`config.mk`:
```
export PLATFORM = sky130hd
export DESIGN_NAME = uart_digest_tx_ctrl
export DESIGN_NICKNAME = d
export VERILOG_FILES = /design/src/rtl/uart_digest_tx_ctrl.sv
export SDC_FILE = /design/constraint.sdc
export NUM_CORES = 1
export LEC_CHECK = 0
export ABC_CLOCK_PERIOD_IN_PS = 7100
export CAP_MARGIN = 25
export CORE_UTILIZATION = 45
export DETAILED_ROUTE_END_ITERATION = 10
export GPL_TIMING_DRIVEN = 0
export PLACE_DENSITY = 0.77
export SYNTH_ARGS = -nofsm -noshare
export SYNTH_HDL_FRONTEND = slang
export SYNTH_SLANG_ARGS = --single-unit
```
`constraint.sdc`:
```
create_clock -name Clk -period 7.1 [get_ports Clk]
set_clock_uncertainty 0.1 [all_clocks]
set_input_delay 2.13 -clock Clk [delete_from_list [all_inputs] [get_ports Clk]]
set_output_delay 2.13 -clock Clk [all_outputs]
set_load 0.02 [all_outputs]
```
`src/rtl/uart_digest_tx_ctrl.sv`:
```
// Feeds a latched multi-byte digest, MSB byte first, into a single-byte UART
// shifter by releasing its active-low reset once per frame.
module uart_digest_tx_ctrl #(
  parameter int NUM_BYTES  = 32,
  parameter int GAP_CYCLES = 1,
  parameter int TIMEOUT    = 16,
  parameter int IDX_W      = 5
) (
  input  logic                   Clk,
  input  logic                   Reset,
  input  logic                   Start,
  input  logic                   Abort,
  input  logic [8*NUM_BYTES-1:0] Digest,
  input  logic                   Empty,
  output logic [7:0]             ByteOut,
  output logic                   ShiftRst_n,
  output logic [IDX_W-1:0]       ByteIdx,
  output logic                   Busy,
  output logic                   Done,
  output logic                   Err
);

  localparam int TCNT_W = $clog2(TIMEOUT + 1);
  localparam logic [TCNT_W-1:0] TCNT_LIMIT = TCNT_W'(TIMEOUT);
  localparam logic [TCNT_W-1:0] TCNT_MAX   = '1;
  localparam logic [TCNT_W-1:0] TCNT_MIN_DONE = TCNT_W'(2);
  localparam logic [7:0] GAP_LAST = (GAP_CYCLES > 0) ? 8'(GAP_CYCLES - 1) : 8'd0;
  localparam logic [IDX_W-1:0] IDX_LAST = IDX_W'(NUM_BYTES - 1);

  typedef enum logic [2:0] {IDLE, LOAD, SEND, GAP, FIN} state_t;

  state_t                 state_reg;
  logic [8*NUM_BYTES-1:0] shadow_reg;
  logic [7:0]             byte_out_reg;
  logic                   shift_rst_n_reg;
  logic [IDX_W-1:0]       idx_reg;
  logic                   busy_reg;
  logic                   done_reg;
  logic                   err_reg;
  logic [TCNT_W-1:0]      tcnt_reg;
  logic [7:0]             gap_cnt_reg;

  logic [7:0]       shadow_bytes [NUM_BYTES];
  logic [IDX_W-1:0] idx_next;
  logic             frame_done;
  logic             last_byte;

  generate
    for (genvar gi = 0; gi < NUM_BYTES; gi++) begin : g_bytes
      assign shadow_bytes[gi] = shadow_reg[8*(NUM_BYTES-1-gi) +: 8];
    end
  endgenerate

  assign idx_next  = idx_reg + 1'b1;
  assign last_byte = (idx_reg == IDX_LAST);
  // Empty is left over from the previous frame during the first SEND cycle.
  assign frame_done = Empty && (tcnt_reg >= TCNT_MIN_DONE);

  always_ff @(posedge Clk) begin
    if (Reset) begin
      state_reg       <= IDLE;
      shadow_reg      <= '0;
      byte_out_reg    <= '0;
      shift_rst_n_reg <= 1'b0;
      idx_reg         <= '0;
      busy_reg        <= 1'b0;
      done_reg        <= 1'b0;
      err_reg         <= 1'b0;
      tcnt_reg        <= '0;
      gap_cnt_reg     <= '0;
    end else begin
      done_reg <= 1'b0;
      err_reg  <= 1'b0;
      if (Abort) begin
        state_reg       <= IDLE;
        shift_rst_n_reg <= 1'b0;
        busy_reg        <= 1'b0;
        idx_reg         <= '0;
      end else begin
        case (state_reg)
          IDLE: begin
            if (Start) begin
              shadow_reg   <= Digest;
              idx_reg      <= '0;
              byte_out_reg <= Digest[8*NUM_BYTES-1 -: 8];
              busy_reg     <= 1'b1;
              state_reg    <= LOAD;
            end
          end
          LOAD: begin
            shift_rst_n_reg <= 1'b1;
            tcnt_reg        <= TCNT_W'(1);
            state_reg       <= SEND;
          end
          SEND: begin
            if (frame_done) begin
              shift_rst_n_reg <= 1'b0;
              if (last_byte) begin
                done_reg  <= 1'b1;
                state_reg <= FIN;
              end else begin
                idx_reg      <= idx_next;
                byte_out_reg <= shadow_bytes[idx_next];
                gap_cnt_reg  <= '0;
                state_reg    <= (GAP_CYCLES == 0) ? LOAD : GAP;
              end
            end else if (tcnt_reg >= TCNT_LIMIT) begin
              err_reg         <= 1'b1;
              shift_rst_n_reg <= 1'b0;
              busy_reg        <= 1'b0;
              state_reg       <= IDLE;
            end else if (tcnt_reg != TCNT_MAX) begin
              tcnt_reg <= tcnt_reg + 1'b1;
            end
          end
          GAP: begin
            if (gap_cnt_reg == GAP_LAST) begin
              state_reg <= LOAD;
            end else begin
              gap_cnt_reg <= gap_cnt_reg + 1'b1;
            end
          end
          FIN: begin
            busy_reg  <= 1'b0;
            state_reg <= IDLE;
          end
          default: begin
            shift_rst_n_reg <= 1'b0;
            busy_reg        <= 1'b0;
            state_reg       <= IDLE;
          end
        endcase
      end
    end
  end

  assign ByteOut    = byte_out_reg;
  assign ShiftRst_n = shift_rst_n_reg;
  assign ByteIdx    = idx_reg;
  assign Busy       = busy_reg;
  assign Done       = done_reg;
  assign Err        = err_reg;

endmodule

```
==> impl_metrics.py <==
metrics = {
    "status": {
        "status": "finished clean",
    },
    "setup_path": {
        "worst-path-max-fanout": 10,
        "endpoint_kind": "register",
        "crit_top_cell": "clkbuf_1",
        "ff2ff_setup_slack_ns": 3.97,
        "critPathTopFamily": "buffers and inverters",
        "critPathMaxStageDelay_ns": 0.55,
        "cp_num_buf_inv": 4,
        "start_kind": "input port",
        "arrival_ns": 4.54,
        "critPathSlowestCell": "clkbuf_1",
        "crit_chain": "clkdlybuf4s50_1, clkbuf_1, or2_1, clkbuf_1, clkbuf_1, nand2_1, a21oi_1",
        "path_class": "in2reg",
        "crit_required_ns": 7.48,
    },
    "global_routing": {
        "grt_pass1_vias": 11700,
        "grt_usage": 0.285,
        "grt_max_degree": 15,
        "grt_overflow": 0,
        "antenna_found_initial": 2,
        "grt_pass1_wl_um": 62700,
    },
    "logic_synthesis": {
        "synth_nets": 1738,
        "yosysSeqAreaShare": 0.456,
        "ys_seq_elements": 289,
        "synthCells": 1470,
        "yosys_warnings": 0,
        "avgSynthCellArea_um2": 8.63,
        "synth_enable_flop_cells": 0,
        "synth_async_sr_flop_share": 0,
        "synth-main-ff-cell": "dfxtp_1",
        "syn-cell-area_um2": 12700,
        "yosysUniqueCellTypes": 58,
    },
    "clocking": {
        "htreeDepth": 1,
        "clock_path_buffers": 3,
        "ctsResizeCount": 0,
        "cts_setup_buffers": 0,
        "path_clk_slew_ns": 0.06,
        "root_buffer": "clkbuf_16",
        "clk_latency_ns": 0.55,
        "cts.sinks": 289,
        "cts_inserted_buffers": 30,
        "cts_tree": "done",
        "holdBufCountCts": 0,
    },
    "power": {
        "peakVddDrop_uv": 170,
        "p_leak_uw": 0.00626,
        "cellPowerDensity_nw_per_um2": 221,
    },
    "cells_and_area": {
        "fin_util": 0.607,
        "post_route_cells_drive_above_1_share": 0.104,
        "final_nets": 2046,
        "final_area_um2": 16900,
        "largest_reg_flops": 256,
        "area_growth_pct": 33.0,
        "multi_input_area_um2": 6230,
        "regArea_um2": 5790,
        "final.fill_count": 2409,
    },
    "placed_design": {
        "place.gp.congestion": 0.905,
        "placed_cell_area_um2": 15900,
        "port_buffers": 276,
        "dp_hpwl_um": 32000,
    },
    "floorplanning": {
        "coreArea_um2": 27800,
        "io_pins": 278,
        "die_y_um": 170,
        "rows": 61,
        "dieArea_um2": 28900,
        "start_util": 0.457,
        "dieWidth_um": 170,
    },
    "timing": {
        "hold_viol_final": 0,
        "fin_setup_tns_ns": 0,
        "drv_slew": 0,
        "timing.final.crit_share": 0.586,
        "timing.fmax_mhz": 240,
        "min_period_ns": 4.16,
        "setup_viol": 0,
        "hold_slack_ns": 0.352,
        "rsz0062_at_grt": "false",
        "tightestPinTransition_ns": 0.978,
        "slew_headroom": 0.348,
    },
    "route": {
        "dr.pass1.iters": 5,
        "route.detailed.drc": 0,
        "drt_iter0_drc": 1019,
        "routed_wl_um": 41900,
        "avgRoutedWirePerCell_um": 19.3,
        "ant_nets": 0,
        "viasPerCell": 5.55,
        "vias": 12100,
    },
    "min_path": {
        "holdCritPathClass": "reg2reg",
    },
    "run": {
        "maxCapViolCount": 0,
    },
}
[stage by stage]
stage | power, uW | std cells | setup slack [ns]
after floorplan | 1960 | 1470 | 3.39
after global placement | 2190 | 2124 | 2.53
after detailed placement | 2200 | 2124 | 2.49
after CTS | 3720 | 2173 | 3.04
after global routing | 3840 | 2174 | 2.84
final | 3730 | 2174 | 2.94
[kinds of logic (layout without fill, tap and decap cells)]
| kind of cell | after synthesis | in the layout | synth area share |
|---|---|---|---|
| xor+xnor | 9 | 9 | 0.00829 |
| fa+ha+maj | 7 | 7 | 0.00690 |
| other cells | 0 | 1 | 0 |
| mux | 104 | 104 | 0.140 |
| simple gates | 594 | 594 | 0.186 |
| buf+inv | 130 | 455 | 0.0525 |
| flops | 289 | 289 | 0.456 |
| compound gates | 337 | 337 | 0.151 |
[synth_stat cells (4+ instances only)]
cell      instances  area share
nand2_1         528        0.16
dfxtp_1         289        0.46
a21oi_1         274        0.11
clkbuf_1         57       0.017
mux4_2           54       0.096
buf_2            42       0.017
mux2i_1          33       0.026
nor2_1           20      0.0059
buf_6            16       0.014
mux2_2           11      0.0098
inv_1             9      0.0027
a221oi_1          8      0.0055
a22oi_1           8      0.0047
a211o_1           7      0.0048
ha_1              7      0.0069
nand3_1           7      0.0028
xnor2_1           7      0.0048
a211oi_1          6      0.0036
nor2b_1           6      0.0030
a221oi_2          5      0.0059
mux2_4            5      0.0059
o211ai_1          5      0.0030
o21ai_1           5      0.0020
buf_1             4      0.0012
nor3_1            4      0.0016
o21ai_0           4      0.0016
[worst min-delay path, delay by kind of cell, from the launching register on]
kind	cells	cell delay, ns
flops	1	0.31
simple gates	1	0.05
compound gates	1	0.05
[layout make-up]
type,instances,share of cell area
repair buffers,276,0.164
inverters,9,0.00200
plain buffers,121,0.0374
clock inverters,4,0.00430
well taps,378,0.0280
flip-flops and latches,289,0.343
clock buffers,45,0.0521
diodes,1,0.000148
multi-input cells,1051,0.369
[where the power goes]
part / total (uW) / internal, uW / switching, uW / leakage (uW)
combinational: 440 / 229 / 211 / 0.00344
clock: 1550 / 914 / 635 / 0.000461
sequential: 1740 / 1700 / 42.9 / 0.00236
total: 3730 / 2840 / 890 / 0.00626
[layout by cell type, fill, tap and decap left out, types with 5 or more instances in the layout]
cell type        count
a21oi_1            274
a211oi_1             6
clkdlybuf4s50_1    276
ha_1                 7
xnor2_1              7
buf_2               42
a221oi_1             8
nand2_1            528
mux4_2              54
o21ai_1              5
a22oi_1              8
inv_1                9
mux2_2              11
a211o_1              7
mux2i_1             33
clkbuf_8             5
a221oi_2             5
buf_6               16
o211ai_1             5
mux2_4               5
clkbuf_16           31
nand3_1              7
clkbuf_1            66
dfxtp_1            289
nor2b_1              6
nor2_1              20
[per-layer routing]
metal,routed length (um),track usage
met1,16600,0.357
met2,19700,0.478
met3,3610,0.0516
met4,1960,0.127
met5,0,0
[final timing paths]
path                            cells after the start                 to         startpoint
worst max-delay path                                7  shadow_bytes[157]              Abort
worst max register to register                      8         ByteOut[4]         ByteIdx[1]
worst min register to register                      2  shadow_bytes[161]  shadow_bytes[161]
worst min-delay path                                2  shadow_bytes[161]  shadow_bytes[161]
(Power assumes the default switching activity.)
